[src/rtl/iic_slave_regs_if.sv]
// Pin and register-file signals of the I2C register target.
// The slave modport faces the target; the master modport faces the pads and register file.
interface iic_slave_regs_if;
  logic        scl_in;
  logic        sda_in;
  logic        sda_out_en;
  logic [15:0] reg_addr;
  logic        reg_wr;
  logic [7:0]  reg_wdata;
  logic        reg_rd;
  logic [7:0]  reg_rdata;
  logic        busy;

  modport slave (
    input  scl_in, sda_in, reg_rdata,
    output sda_out_en, reg_addr, reg_wr, reg_wdata, reg_rd, busy
  );

  modport master (
    output scl_in, sda_in, reg_rdata,
    input  sda_out_en, reg_addr, reg_wr, reg_wdata, reg_rd, busy
  );
endinterface

[src/rtl/iic_slave_regs.sv]
// I2C target with 16-bit register pointer and 8-bit data, driving a simple register-file port.
// state     | meaning
// IDLE      | bus ignored until START
// DEV       | shifting in device address + R/W
// DEV_ACK   | acknowledging own address
// AHI/ALO   | shifting in pointer high / low byte
// *_ACK     | acknowledging the byte just received
// WDAT      | shifting in write data
// RDAT      | shifting out read data
// RDAT_ACK  | SDA released, sampling master ACK/NACK
module iic_slave_regs #(
  parameter logic [6:0] DEV_ADDR = 7'h2B,
  parameter int         FILT_LEN = 3
) (
  input  logic clk,
  input  logic rst,
  iic_slave_regs_if.slave bus
);

  localparam logic [3:0] S_IDLE     = 4'd0;
  localparam logic [3:0] S_DEV      = 4'd1;
  localparam logic [3:0] S_DEV_ACK  = 4'd2;
  localparam logic [3:0] S_AHI      = 4'd3;
  localparam logic [3:0] S_AHI_ACK  = 4'd4;
  localparam logic [3:0] S_ALO      = 4'd5;
  localparam logic [3:0] S_ALO_ACK  = 4'd6;
  localparam logic [3:0] S_WDAT     = 4'd7;
  localparam logic [3:0] S_WDAT_ACK = 4'd8;
  localparam logic [3:0] S_RDAT     = 4'd9;
  localparam logic [3:0] S_RDAT_ACK = 4'd10;

  localparam int             FW          = (FILT_LEN > 1) ? $clog2(FILT_LEN) : 1;
  localparam logic [FW-1:0]  FILT_RELOAD = FW'(FILT_LEN - 1);

  // index 0 = SCL, index 1 = SDA
  logic [1:0]         sync1, sync2, filt, filt_q;
  logic [1:0][FW-1:0] fcnt;

  always_ff @(posedge clk) begin
    if (rst) begin
      sync1  <= 2'b11;
      sync2  <= 2'b11;
      filt   <= 2'b11;
      filt_q <= 2'b11;
      fcnt   <= {2{FILT_RELOAD}};
    end else begin
      sync1  <= {bus.sda_in, bus.scl_in};
      sync2  <= sync1;
      filt_q <= filt;
      // down-counter runs only while the synced level disagrees with the accepted one
      for (int i = 0; i < 2; i++) begin
        if (sync2[i] == filt[i]) begin
          fcnt[i] <= FILT_RELOAD;
        end else if (fcnt[i] == '0) begin
          filt[i] <= sync2[i];
          fcnt[i] <= FILT_RELOAD;
        end else begin
          fcnt[i] <= fcnt[i] - FW'(1);
        end
      end
    end
  end

  logic scl_f, sda_f, scl_p, sda_p;
  logic scl_rise, scl_fall, start_c, stop_c;

  assign scl_f    = filt[0];
  assign sda_f    = filt[1];
  assign scl_p    = filt_q[0];
  assign sda_p    = filt_q[1];
  assign scl_rise = scl_f & ~scl_p;
  assign scl_fall = ~scl_f & scl_p;
  assign start_c  = scl_f & scl_p & sda_p & ~sda_f;
  assign stop_c   = scl_f & scl_p & ~sda_p & sda_f;

  logic [3:0]  state;
  logic [2:0]  bits_left;
  logic [7:0]  shreg;
  logic [7:0]  rx_byte;
  logic [7:0]  addr_hi;
  logic        rw;
  logic        ack_ph;
  logic        mack;
  logic        cap;
  logic [15:0] reg_addr_r;
  logic [7:0]  reg_wdata_r;
  logic        reg_wr_r;
  logic        reg_rd_r;
  logic        sda_oe;
  logic        busy_r;

  assign rx_byte = {shreg[6:0], sda_f};

  always_ff @(posedge clk) begin
    if (rst) begin
      state       <= S_IDLE;
      bits_left   <= 3'd7;
      shreg       <= 8'h00;
      addr_hi     <= 8'h00;
      rw          <= 1'b0;
      ack_ph      <= 1'b0;
      mack        <= 1'b1;
      cap         <= 1'b0;
      reg_addr_r  <= 16'h0000;
      reg_wdata_r <= 8'h00;
      reg_wr_r    <= 1'b0;
      reg_rd_r    <= 1'b0;
      sda_oe      <= 1'b0;
      busy_r      <= 1'b0;
    end else begin
      reg_wr_r <= 1'b0;
      reg_rd_r <= 1'b0;
      cap      <= reg_rd_r;
      if (start_c) begin
        state     <= S_DEV;
        bits_left <= 3'd7;
        ack_ph    <= 1'b0;
        sda_oe    <= 1'b0;
        cap       <= 1'b0;
      end else if (stop_c) begin
        state  <= S_IDLE;
        sda_oe <= 1'b0;
        busy_r <= 1'b0;
        cap    <= 1'b0;
      end else begin
        // register file answers one cycle after the read strobe
        if (cap && state == S_RDAT) begin
          shreg  <= bus.reg_rdata;
          sda_oe <= ~bus.reg_rdata[7];
        end
        case (state)
          S_DEV, S_AHI, S_ALO, S_WDAT: begin
            if (scl_rise) begin
              shreg <= rx_byte;
              if (bits_left != 3'd0) begin
                bits_left <= bits_left - 3'd1;
              end else begin
                ack_ph <= 1'b0;
                case (state)
                  S_DEV: begin
                    if (rx_byte[7:1] == DEV_ADDR) begin
                      state  <= S_DEV_ACK;
                      rw     <= rx_byte[0];
                      busy_r <= 1'b1;
                    end else begin
                      state <= S_IDLE;
                    end
                  end
                  S_AHI: begin
                    addr_hi <= rx_byte;
                    state   <= S_AHI_ACK;
                  end
                  S_ALO: begin
                    reg_addr_r <= {addr_hi, rx_byte};
                    state      <= S_ALO_ACK;
                  end
                  default: begin
                    reg_wdata_r <= rx_byte;
                    reg_wr_r    <= 1'b1;
                    state       <= S_WDAT_ACK;
                  end
                endcase
              end
            end
          end
          S_DEV_ACK, S_AHI_ACK, S_ALO_ACK, S_WDAT_ACK: begin
            // first fall opens the ACK clock, second fall closes it
            if (scl_fall) begin
              if (!ack_ph) begin
                ack_ph <= 1'b1;
                sda_oe <= 1'b1;
              end else begin
                sda_oe    <= 1'b0;
                bits_left <= 3'd7;
                case (state)
                  S_DEV_ACK: begin
                    if (rw) begin
                      state    <= S_RDAT;
                      reg_rd_r <= 1'b1;
                    end else begin
                      state <= S_AHI;
                    end
                  end
                  S_AHI_ACK: state <= S_ALO;
                  S_ALO_ACK: state <= S_WDAT;
                  default: begin
                    reg_addr_r <= reg_addr_r + 16'd1;
                    state      <= S_WDAT;
                  end
                endcase
              end
            end
          end
          S_RDAT: begin
            if (scl_fall) begin
              shreg  <= {shreg[6:0], 1'b0};
              sda_oe <= ~shreg[6];
            end
            if (scl_rise) begin
              if (bits_left != 3'd0) begin
                bits_left <= bits_left - 3'd1;
              end else begin
                state  <= S_RDAT_ACK;
                ack_ph <= 1'b0;
              end
            end
          end
          S_RDAT_ACK: begin
            if (scl_rise && ack_ph) begin
              mack <= sda_f;
            end
            if (scl_fall) begin
              if (!ack_ph) begin
                ack_ph <= 1'b1;
                sda_oe <= 1'b0;
              end else begin
                reg_addr_r <= reg_addr_r + 16'd1;
                if (!mack) begin
                  state     <= S_RDAT;
                  reg_rd_r  <= 1'b1;
                  bits_left <= 3'd7;
                end else begin
                  state  <= S_IDLE;
                  busy_r <= 1'b0;
                end
              end
            end
          end
          default: ;
        endcase
      end
    end
  end

  assign bus.sda_out_en = sda_oe;
  assign bus.reg_addr   = reg_addr_r;
  assign bus.reg_wr     = reg_wr_r;
  assign bus.reg_wdata  = reg_wdata_r;
  assign bus.reg_rd     = reg_rd_r;
  assign bus.busy       = busy_r;

endmodule
[src/flat_wrapper.sv]
// flat-port wrapper written by rule: the top's interface ports become plain ports
module iic_slave_regs_flat 
#(
  parameter logic [6:0] DEV_ADDR = 7'h2B,
  parameter int         FILT_LEN = 3
)
  (clk, rst, bus_scl_in, bus_sda_in, bus_reg_rdata, bus_sda_out_en, bus_reg_addr, bus_reg_wr, bus_reg_wdata, bus_reg_rd, bus_busy);
  iic_slave_regs_if bus_i ();
  input  logic clk;
  input  logic rst;
  input wire logic [$bits(bus_i.scl_in)-1:0] bus_scl_in;
  input wire logic [$bits(bus_i.sda_in)-1:0] bus_sda_in;
  input wire logic [$bits(bus_i.reg_rdata)-1:0] bus_reg_rdata;
  output wire logic [$bits(bus_i.sda_out_en)-1:0] bus_sda_out_en;
  output wire logic [$bits(bus_i.reg_addr)-1:0] bus_reg_addr;
  output wire logic [$bits(bus_i.reg_wr)-1:0] bus_reg_wr;
  output wire logic [$bits(bus_i.reg_wdata)-1:0] bus_reg_wdata;
  output wire logic [$bits(bus_i.reg_rd)-1:0] bus_reg_rd;
  output wire logic [$bits(bus_i.busy)-1:0] bus_busy;
  assign bus_i.scl_in = bus_scl_in;
  assign bus_i.sda_in = bus_sda_in;
  assign bus_i.reg_rdata = bus_reg_rdata;
  assign bus_sda_out_en = bus_i.sda_out_en;
  assign bus_reg_addr = bus_i.reg_addr;
  assign bus_reg_wr = bus_i.reg_wr;
  assign bus_reg_wdata = bus_i.reg_wdata;
  assign bus_reg_rd = bus_i.reg_rd;
  assign bus_busy = bus_i.busy;
  iic_slave_regs #(.DEV_ADDR(DEV_ADDR), .FILT_LEN(FILT_LEN)) u_core (.clk(clk), .rst(rst), .bus(bus_i));
endmodule
[config.mk]
export PLATFORM = sky130hd
export DESIGN_NAME = iic_slave_regs_flat
export DESIGN_NICKNAME = d
export VERILOG_FILES = /design/src/rtl/iic_slave_regs_if.sv /design/src/rtl/iic_slave_regs.sv /design/src/flat_wrapper.sv
export SDC_FILE = /design/constraint.sdc
export NUM_CORES = 1
export LEC_CHECK = 0
export ABC_AREA = 1
export BUFFER_PORTS_ARGS = -buffer_cell sky130_fd_sc_hd__clkbuf_2
export CAP_MARGIN = 20
export CORE_ASPECT_RATIO = 0.75
export CORE_UTILIZATION = 53
export DETAILED_ROUTE_END_ITERATION = 12
export PLACE_DENSITY = 0.75
export SKIP_CTS_REPAIR_TIMING = 1
export SLEW_MARGIN = 5
export SYNTH_ARGS = -nofsm -noshare
export SYNTH_HDL_FRONTEND = slang
export SYNTH_SLANG_ARGS = --single-unit
[constraint.sdc]
create_clock -name clk -period 2.56 [get_ports clk]
set_input_delay 0 -clock clk [delete_from_list [all_inputs] [get_ports clk]]
set_output_delay 0 -clock clk [all_outputs]
set_load 0.02 [all_outputs]
# After elaboration in Yosys (flattened, before gate mapping)
# Index checks and enable logic that the tools add are counted.
# totals
register_bits,67
inputBits,12
output_inout_bits,28
word_cells,191
# classes
n_addsub,4
n_eq_ne,43
mux,66
n_bitwise,21
n_reduce_logical,35
# ops
operator,n
$mux W16,8
$pmux W16 S3,1
$mux W4,10
$reduce_and A9 Y1,4
$mux W1,27
$mux W8,3
$ne A4 B1 Y1 const B,6
$mux W3,7
$ne A2 B1 Y1 const B,10
$ne A3 B1 Y1 const B,6
$add A16 B1 Y16 const B,1
$eq A4 B3 Y1 const B,4
$pmux W4 S4,1
$pmux W8 S2,1
$reduce_or A3 Y1,5
$not A1 Y1,14
$eq A4 B4 Y1 const B,3
$pmux W4 S3,1
$reduce_and A6 Y1,2
$reduce_bool A3 Y1,4
$reduce_and A11 Y1,1
$ne A2 B2 Y1 const B,5
$reduce_or A5 Y1,2
$pmux W3 S3,1
other kinds (25),42

# Logic depth before layout (Yosys ltp)
# Gate-level depths: netlist (run 1).
# depth
depth_word,8
mapped_depth,13

# Worst setup path before layout (run 1)
# Ideal clock, no wire load.
# synth_timing
kind,register to register
start,register u_core.bits_left[0]
end,register u_core.reg_addr_r[6] (netlist: u_core.bus.reg_addr[6])
setup_ps,113
t_arrival_ps,1518
required_ps,2447
slack_ps,929
path_stages_with_launch,13
path_buffers,1
synth_period_minus_slack_ps,1631
cell_sequence,dfxtp_1 > inv_1 > ha_1 > inv_1 > nor2_1 > nand2_1 > nand2_1 > nand3_1 > nor2_2 > nand3_2 > buf_6 > nor2_1 > nor2_1
# synth_via
elab_chain_len,3
# synth_rtl
item,line,source
"start, declared",iic_slave_regs.sv:77,logic [2:0] bits_left;
"start signal, assigned",iic_slave_regs.sv:136,bits_left <= bits_left - 3'd1;
"start signal, assigned",iic_slave_regs.sv:201,bits_left <= bits_left - 3'd1;
$reduce_bool A3 Y1,iic_slave_regs.sv:135,if (bits_left != 3'd0) begin
$ne A2 B2 Y1 (no line),-,
$reduce_and A11 Y1 (no line),-,
"end signal, assigned",iic_slave_regs.sv:154,"reg_addr_r <= {addr_hi, rx_byte};"
"end signal, assigned",iic_slave_regs.sv:187,reg_addr_r <= reg_addr_r + 16'd1;
"end signal, assigned",iic_slave_regs.sv:217,reg_addr_r <= reg_addr_r + 16'd1;
"end, declared",iic_slave_regs.sv:85,logic [15:0] reg_addr_r;
# No other way between the ends.
# A chain may end at the register's enable or synchronous reset.

# Worst setup path after layout (run 1)
# layout_timing
start,register u_core.bits_left[0]
end,register u_core.reg_addr_r[11] (netlist: u_core.bus.reg_addr[11])
# Same word-level chain as after synthesis.

==> results.yml, run 1 <==
placement:
  place_inst: 644
  place_area_um2: 3810
  routabilityCongestion: 0.951
  hpwl_um: 6790
  port_buffers: 39
floorplanning:
  start_util: 0.561
  core_um2: 6410
  boundaryPins: 40
  die_area_um2: 7120
  dieWidth_um: 97.1
  die_h_um: 73.3
  rows: 25
synth:
  ys.warnings.count: 0
  syn-num-nets: 554
  syn_avg_cell_area_um2: 6.69
  syn_inst: 537
  ys_seq_area_frac: 0.368
  synth_top_cell_by_area: "dfxtp_1"
  ys_seq_elements: 66
  netlist_area_um2: 3590
  synthDominantCellAreaShare: 0.368
  synthTopCellsByArea: "dfxtp_1 37%, nand2_1 15%, a21oi_1 6.4%"
  synthDistinctLibCells: 35
worst_setup_path:
  crit_slowest_cell: "nand3_2"
  crit_chain: "inv_1 -> ha_1 -> inv_1 -> nor2_1 -> nand2_1 -> nand2_1 -> nand3_1 -> nor2_2 -> nand3_2 -> nand2_1 -> nand2_1 -> nor2_1"
  cp_common_cell: "nand2_1"
  critPathLaunchType: "register"
  max_stage_delay_ps: 370
  cp.arrival_ps: 2420
  crit_path_end_kind: "register"
  crit_required_ps: 2850
  cp_max_fo: 22
  critical_path_class: "register to register"
cells_and_area:
  mostFrequentLayoutCells: "148 x nand2_1, 66 x dfxtp_1, 53 x nor2_1"
  design_area_um2: 4080
  layout.cells.non_filler: 663
  layout-drive-gt1-share: 0.162
  area_growth_pct: 13.4
  diodes: 0
  fillCellCount: 601
  layout.nets: 594
  layout_commonest_cell: "nand2_1"
cts:
  cts_buffers: 9
  cts_tree: "done"
  clock_sinks: 66
  cts_root_buffer: "clkbuf_8"
  path_clk_slew_ps: 80
  cts_buffer_depth: 2
  clock_latency_ps: 350
  cts_max_level: 3
status:
  violations: "hold timing"
  status: "complete, but fails checks"
drt:
  dr.pass1.iters: 5
  drc: 0
  first_iter_violations: 296
  wl_per_cell_um: 14.2
  detail-route-antenna-nets: 0
  dr_total_vias: 3633
  drt-total-wl_um: 9440
  via_per_inst: 5.48
sta:
  whs_ps: -11.7
  finalSetupViolCount: 0
  hold_viol_final: 1
  period_share: 0.831
  slew_violations: 0
  rsz0062_at_grt: "false"
  clock.fmax_ghz: 0.470
  post-route-min-period_ps: 2130
  clock_skew_ps: 14.0
  worst-slew-pin-transition_ps: 859
  slew_headroom: 0.427
  fin_tns_setup_ps: 0
power:
  leakage_nw: 1.89
  ir_drop_mv: 0.357
  power_density_nw_per_um2: 872
  power_mw: 3.56
worst_hold_path:
  hold_path.class: "primary input to register"
global_routing:
  grt.total_usage: 0.275
  grt_pass1_wl_um: 15300
  grt_start_max_net_pins: 32
  grt_overflow_total: 0
  antenna_found_initial: 0
  grt_pass1_vias: 3094
run:
  cap_viol_max_count: 0
==> cells in the mapped netlist (all sizes together) <==
master,n
a211oi,1
a21o,1
a21oi,46
a31oi,7
buf,12
clkbuf,4
dfxtp,66
ha,5
inv,55
nand2,155
nand3,36
nand4,8
nor2,62
nor3,6
nor4,2
o211ai,7
o21ai,50
o31ai,1
or2,6
xnor2,4
xor2,3
==> sequential cells by signal, summed over array words and instances, names as in the netlist <==
register / cells
u_core.bus.reg_addr: 16
u_core.addr_hi: 8
u_core.bus.reg_wdata: 8
u_core.shreg: 7
u_core.fcnt: 4
u_core.state: 4
u_core.bits_left: 3
u_core.filt: 2
u_core.filt_q: 2
u_core.sync1: 2
u_core.sync2: 2
u_core.ack_ph: 1
u_core.bus.busy: 1
u_core.bus.reg_rd: 1
u_core.bus.reg_wr: 1
u_core.bus.sda_out_en: 1
u_core.cap: 1
u_core.mack: 1
u_core.rw: 1
==> per-stage QoR <==
step	setup WS, ps	hold slack [ps]	utilization
6_report	432	-11.7	0.636
5_1_grt	167	24.9	0.636
4_1_cts	452	-181	0.631
3_5_place_dp	469	185	0.595
3_3_place_gp	462	184	0.595
2_1_floorplan	929	104	-
==> report_power, final <==
part / leakage [nW] / internal, mW / total [mW] / switching, mW
registers: 0.536 / 1.12 / 1.22 / 0.103
logic: 1.23 / 0.388 / 1.31 / 0.918
clock network: 0.118 / 0.587 / 1.03 / 0.445
total: 1.89 / 2.09 / 3.56 / 1.47
==> worst max-delay path: cells and delay by family (launching register included) <==
| kind | cells | cell delay (ps) |
|---|---|---|
| flops | 1 | 320 |
| fa+ha+maj | 1 | 140 |
| simple gates | 9 | 1490 |
| buf+inv | 2 | 110 |
==> routing by layer <==
metal  track usage  part of all wire  up-vias
met5             0                 0        -
li1              -                 -     1836
met4        0.0746             0.012        0
met1         0.408              0.50     1642
met2         0.392              0.40      141
met3        0.0695             0.085       14
==> cell type report <==
type	instances	area (um2)	share of cell area
Clock buffer	10	138	0.0338
Clock inverter	6	95.1	0.0233
Inverter	55	206	0.0506
Multi-Input combinational cell	400	1970	0.483
Sequential cell	66	1320	0.324
Tap cell	81	101	0.0249
Timing Repair Buffer	45	248	0.0608
==> cell families (layout without fill, tap and decap cells) <==
group,Yosys count,after routing,synth area share
DFF,66,66,0.368
AOI/OAI and AO/OA,113,113,0.169
xor gates and xnor gates,7,7,0.0171
adders and majority gates,5,5,0.0174
and+or+nand+nor,275,275,0.344
buffers and inverters,71,116,0.0849
==> final timing paths <==
| kind | startpoint | endpoint | slack [ps] | cells past startpoint |
|---|---|---|---|---|
| max | u_core.bits_left[0] | u_core.bus.reg_addr[11] | 430 | 12 |
| min | bus_reg_rdata[7] | u_core.bus.sda_out_en | -10 | 4 |
| max reg2reg | u_core.bits_left[0] | u_core.bus.reg_addr[11] | 430 | 12 |
| min reg2reg | u_core.sync1[0] | u_core.sync2[0] | 410 | 1 |
(Power assumes the default switching activity.)
==> run 2, diff against run 1 <==
- PLACE_DENSITY: 0.75 -> 0.78
- clock period: 2.56 -> 1.7 ns (I/O delays scaled with it)
==> run 2 against run 1 <==
Effect of this change: the run ends with hold timing, setup timing left; sequential share of layout area is 3.7 points lower; hold slack worse by 4.1 ps; cell count is 6.9% higher; setup slack worse by 440 ps; critical endpoint is now u_core.bus.reg_addr[0].
==> results.yml, run 2 (synthesis results as in run 1) <==
status:
  status: "complete, but fails checks"
  violations: "hold timing, setup timing"
sta:
  hold_viol_final: 3
  slew_violations: 0
  period_share: 1.00
  rsz0062_at_grt: "true"
  post-route-min-period_ps: 1710
  finalSetupViolCount: 4
  whs_ps: -15.8
  fin_ws_ps: -8.28
  slew_headroom: 0.705
  fin_tns_setup_ps: -26.5
  clock_skew_ps: 11.5
  clock.fmax_ghz: 0.585
  worst-slew-pin-transition_ps: 443
power:
  ir_drop_mv: 0.689
  power_mw: 6.10
  leakage_nw: 2.13
  power_density_nw_per_um2: 1310
cells_and_area:
  largest_register_ff_count: 16
  fillCellCount: 541
  mostFrequentLayoutCells: "132 x nand2_1, 59 x dfxtp_1, 46 x nor2_1"
  final_core_util: 0.725
  layout-drive-gt1-share: 0.288
  diodes: 0
  area_growth_pct: 29.3
  layout.nets: 640
  multi_input_area_um2: 2130
  layout_commonest_cell: "nand2_1"
  design_area_um2: 4650
  regArea_um2: 1340
worst_setup_path:
  ff2ff_setup_slack_ps: -8
  reg2reg_depth: 12
  max_stage_delay_ps: 330
  crit_chain: "inv_2 -> ha_4 -> inv_2 -> nor2_4 -> nand2_2 -> nand2_2 -> nand3_2 -> nor2_4 -> nand2_4 -> nor2_4 -> nand2_1 -> a21oi_1"
  rr_startpoint: "u_core.bits_left[1]"
  cp_max_fo: 5
  cp.arrival_ps: 1990
  cp_num_buf_inv: 2
  critical_path_class: "register to register"
  reg2reg_to: "u_core.bus.reg_addr[0]"
  crit_path_end_kind: "register"
  critPathLaunchType: "register"
  crit_slowest_cell: "dfxtp_1"
  cp_common_cell: "nor2_4"
  critPathTopFamily: "simple AND/OR/NAND/NOR gates"
  crit_required_ps: 1980
cts:
  cts_tree: "done"
  cts_buffer_depth: 2
  path_clk_slew_ps: 80
  clock_latency_ps: 340
  cts_root_buffer: "clkbuf_8"
  cts_buffers: 9
  clock_sinks: 66
  cts_max_level: 3
worst_hold_path:
  hold_path.class: "primary input to register"
  whs_path_depth: 4
  min-delay-start: "bus_reg_rdata[7]"
  hold_path_end: "u_core.bus.sda_out_en"
drt:
  wl_per_cell_um: 14.7
  drc: 0
  drt-total-wl_um: 10400
  dr.pass1.iters: 5
  dr_total_vias: 3900
  detail-route-antenna-nets: 0
  via_per_inst: 5.50
  first_iter_violations: 489
global_routing:
  antenna_found_initial: 0
  grt_overflow_total: 0
  grt_start_max_net_pins: 36
  grt_pass1_vias: 3193
  grt.total_usage: 0.288
  grt_pass1_wl_um: 16000
placement:
  place_area_um2: 4150
  routabilityCongestion: 1.02
  port_buffers: 39
  hpwl_um: 7200
floorplanning:
  dieWidth_um: 97.1
  rows: 25
  die_area_um2: 7120
  die_h_um: 73.3
  core_um2: 6410
  start_util: 0.561
  boundaryPins: 40
run:
  cap_viol_max_count: 0
-- run 2: cell count changes in the layout (fill, tap and decap cells not counted), moves of 4 or more --
cell | before | now
nor2_1 | 53 | 46
nor2_2 | 5 | 9
nand2_1 | 148 | 132
dfxtp_1 | 66 | 59
o21ai_0 | 45 | 41
o21ai_1 | 3 | 7
dfxtp_2 | 0 | 5
nor2_4 | 3 | 7
clkinvlp_4 | 0 | 4
nand2_2 | 5 | 18
nand3_1 | 34 | 30
buf_4 | 3 | 42
-- run 2: worst max path at each step --
| stage | from | end | cells after the start |
|---|---|---|---|
| 6_report | u_core.bits_left[1] | u_core.bus.reg_addr[0] | 12 |
| 3_3_place_gp | u_core.state[0] | u_core.bus.reg_addr[4] | 10 |
| 5_1_grt | u_core.bits_left[1] | u_core.bus.reg_addr[5] | 12 |
| 3_5_place_dp | u_core.state[0] | u_core.bus.reg_addr[9] | 11 |
| 2_1_floorplan | u_core.bits_left[0] | u_core.bus.reg_addr[6] | 12 |
| 4_1_cts | u_core.state[0] | u_core.bits_left[0] | 9 |
-- run 2: layout make-up --
type                    count  share of cell area
multi-input cells         401               0.459
flip-flops and latches     66               0.287
repair buffers             89               0.137
inverters                  55              0.0455
clock buffers               9              0.0266
well taps                  81              0.0218
clock inverters             7              0.0215
repair inverters            1             0.00161
-- run 2: per-layer routing --
metal,GRT usage,wire length (um)
met5,0,0
met4,0.0746,92
met3,0.0742,1030
met2,0.412,4480
met1,0.428,4810
-- run 2: metrics by stage --
step / hold slack, ps / std cells / setup WS, ps
2_1_floorplan: 104 / 537 / 69.1
3_3_place_gp: 185 / 683 / 11.8
3_5_place_dp: 188 / 683 / -37.3
4_1_cts: -175 / 699 / -72.4
5_1_grt: 5.59 / 709 / -117
6_report: -15.8 / 709 / -8.28
-- run 2: worst reg2reg max path: cells and delay by family, from the launching register on --
family / cells / cell delay, ps
adder cells (fa/ha/maj): 1 / 130
buffers and inverters: 2 / 130
flip-flops: 1 / 330
AO/OA/AOI/OAI: 1 / 130
AND/OR/NAND/NOR: 8 / 930
-- run 2: report_power, final --
part	leakage (nW)	internal, mW	switching, mW
registers	0.537	1.69	0.135
logic	1.49	1.04	1.72
clock network	0.102	0.835	0.671
total	2.13	3.57	2.52
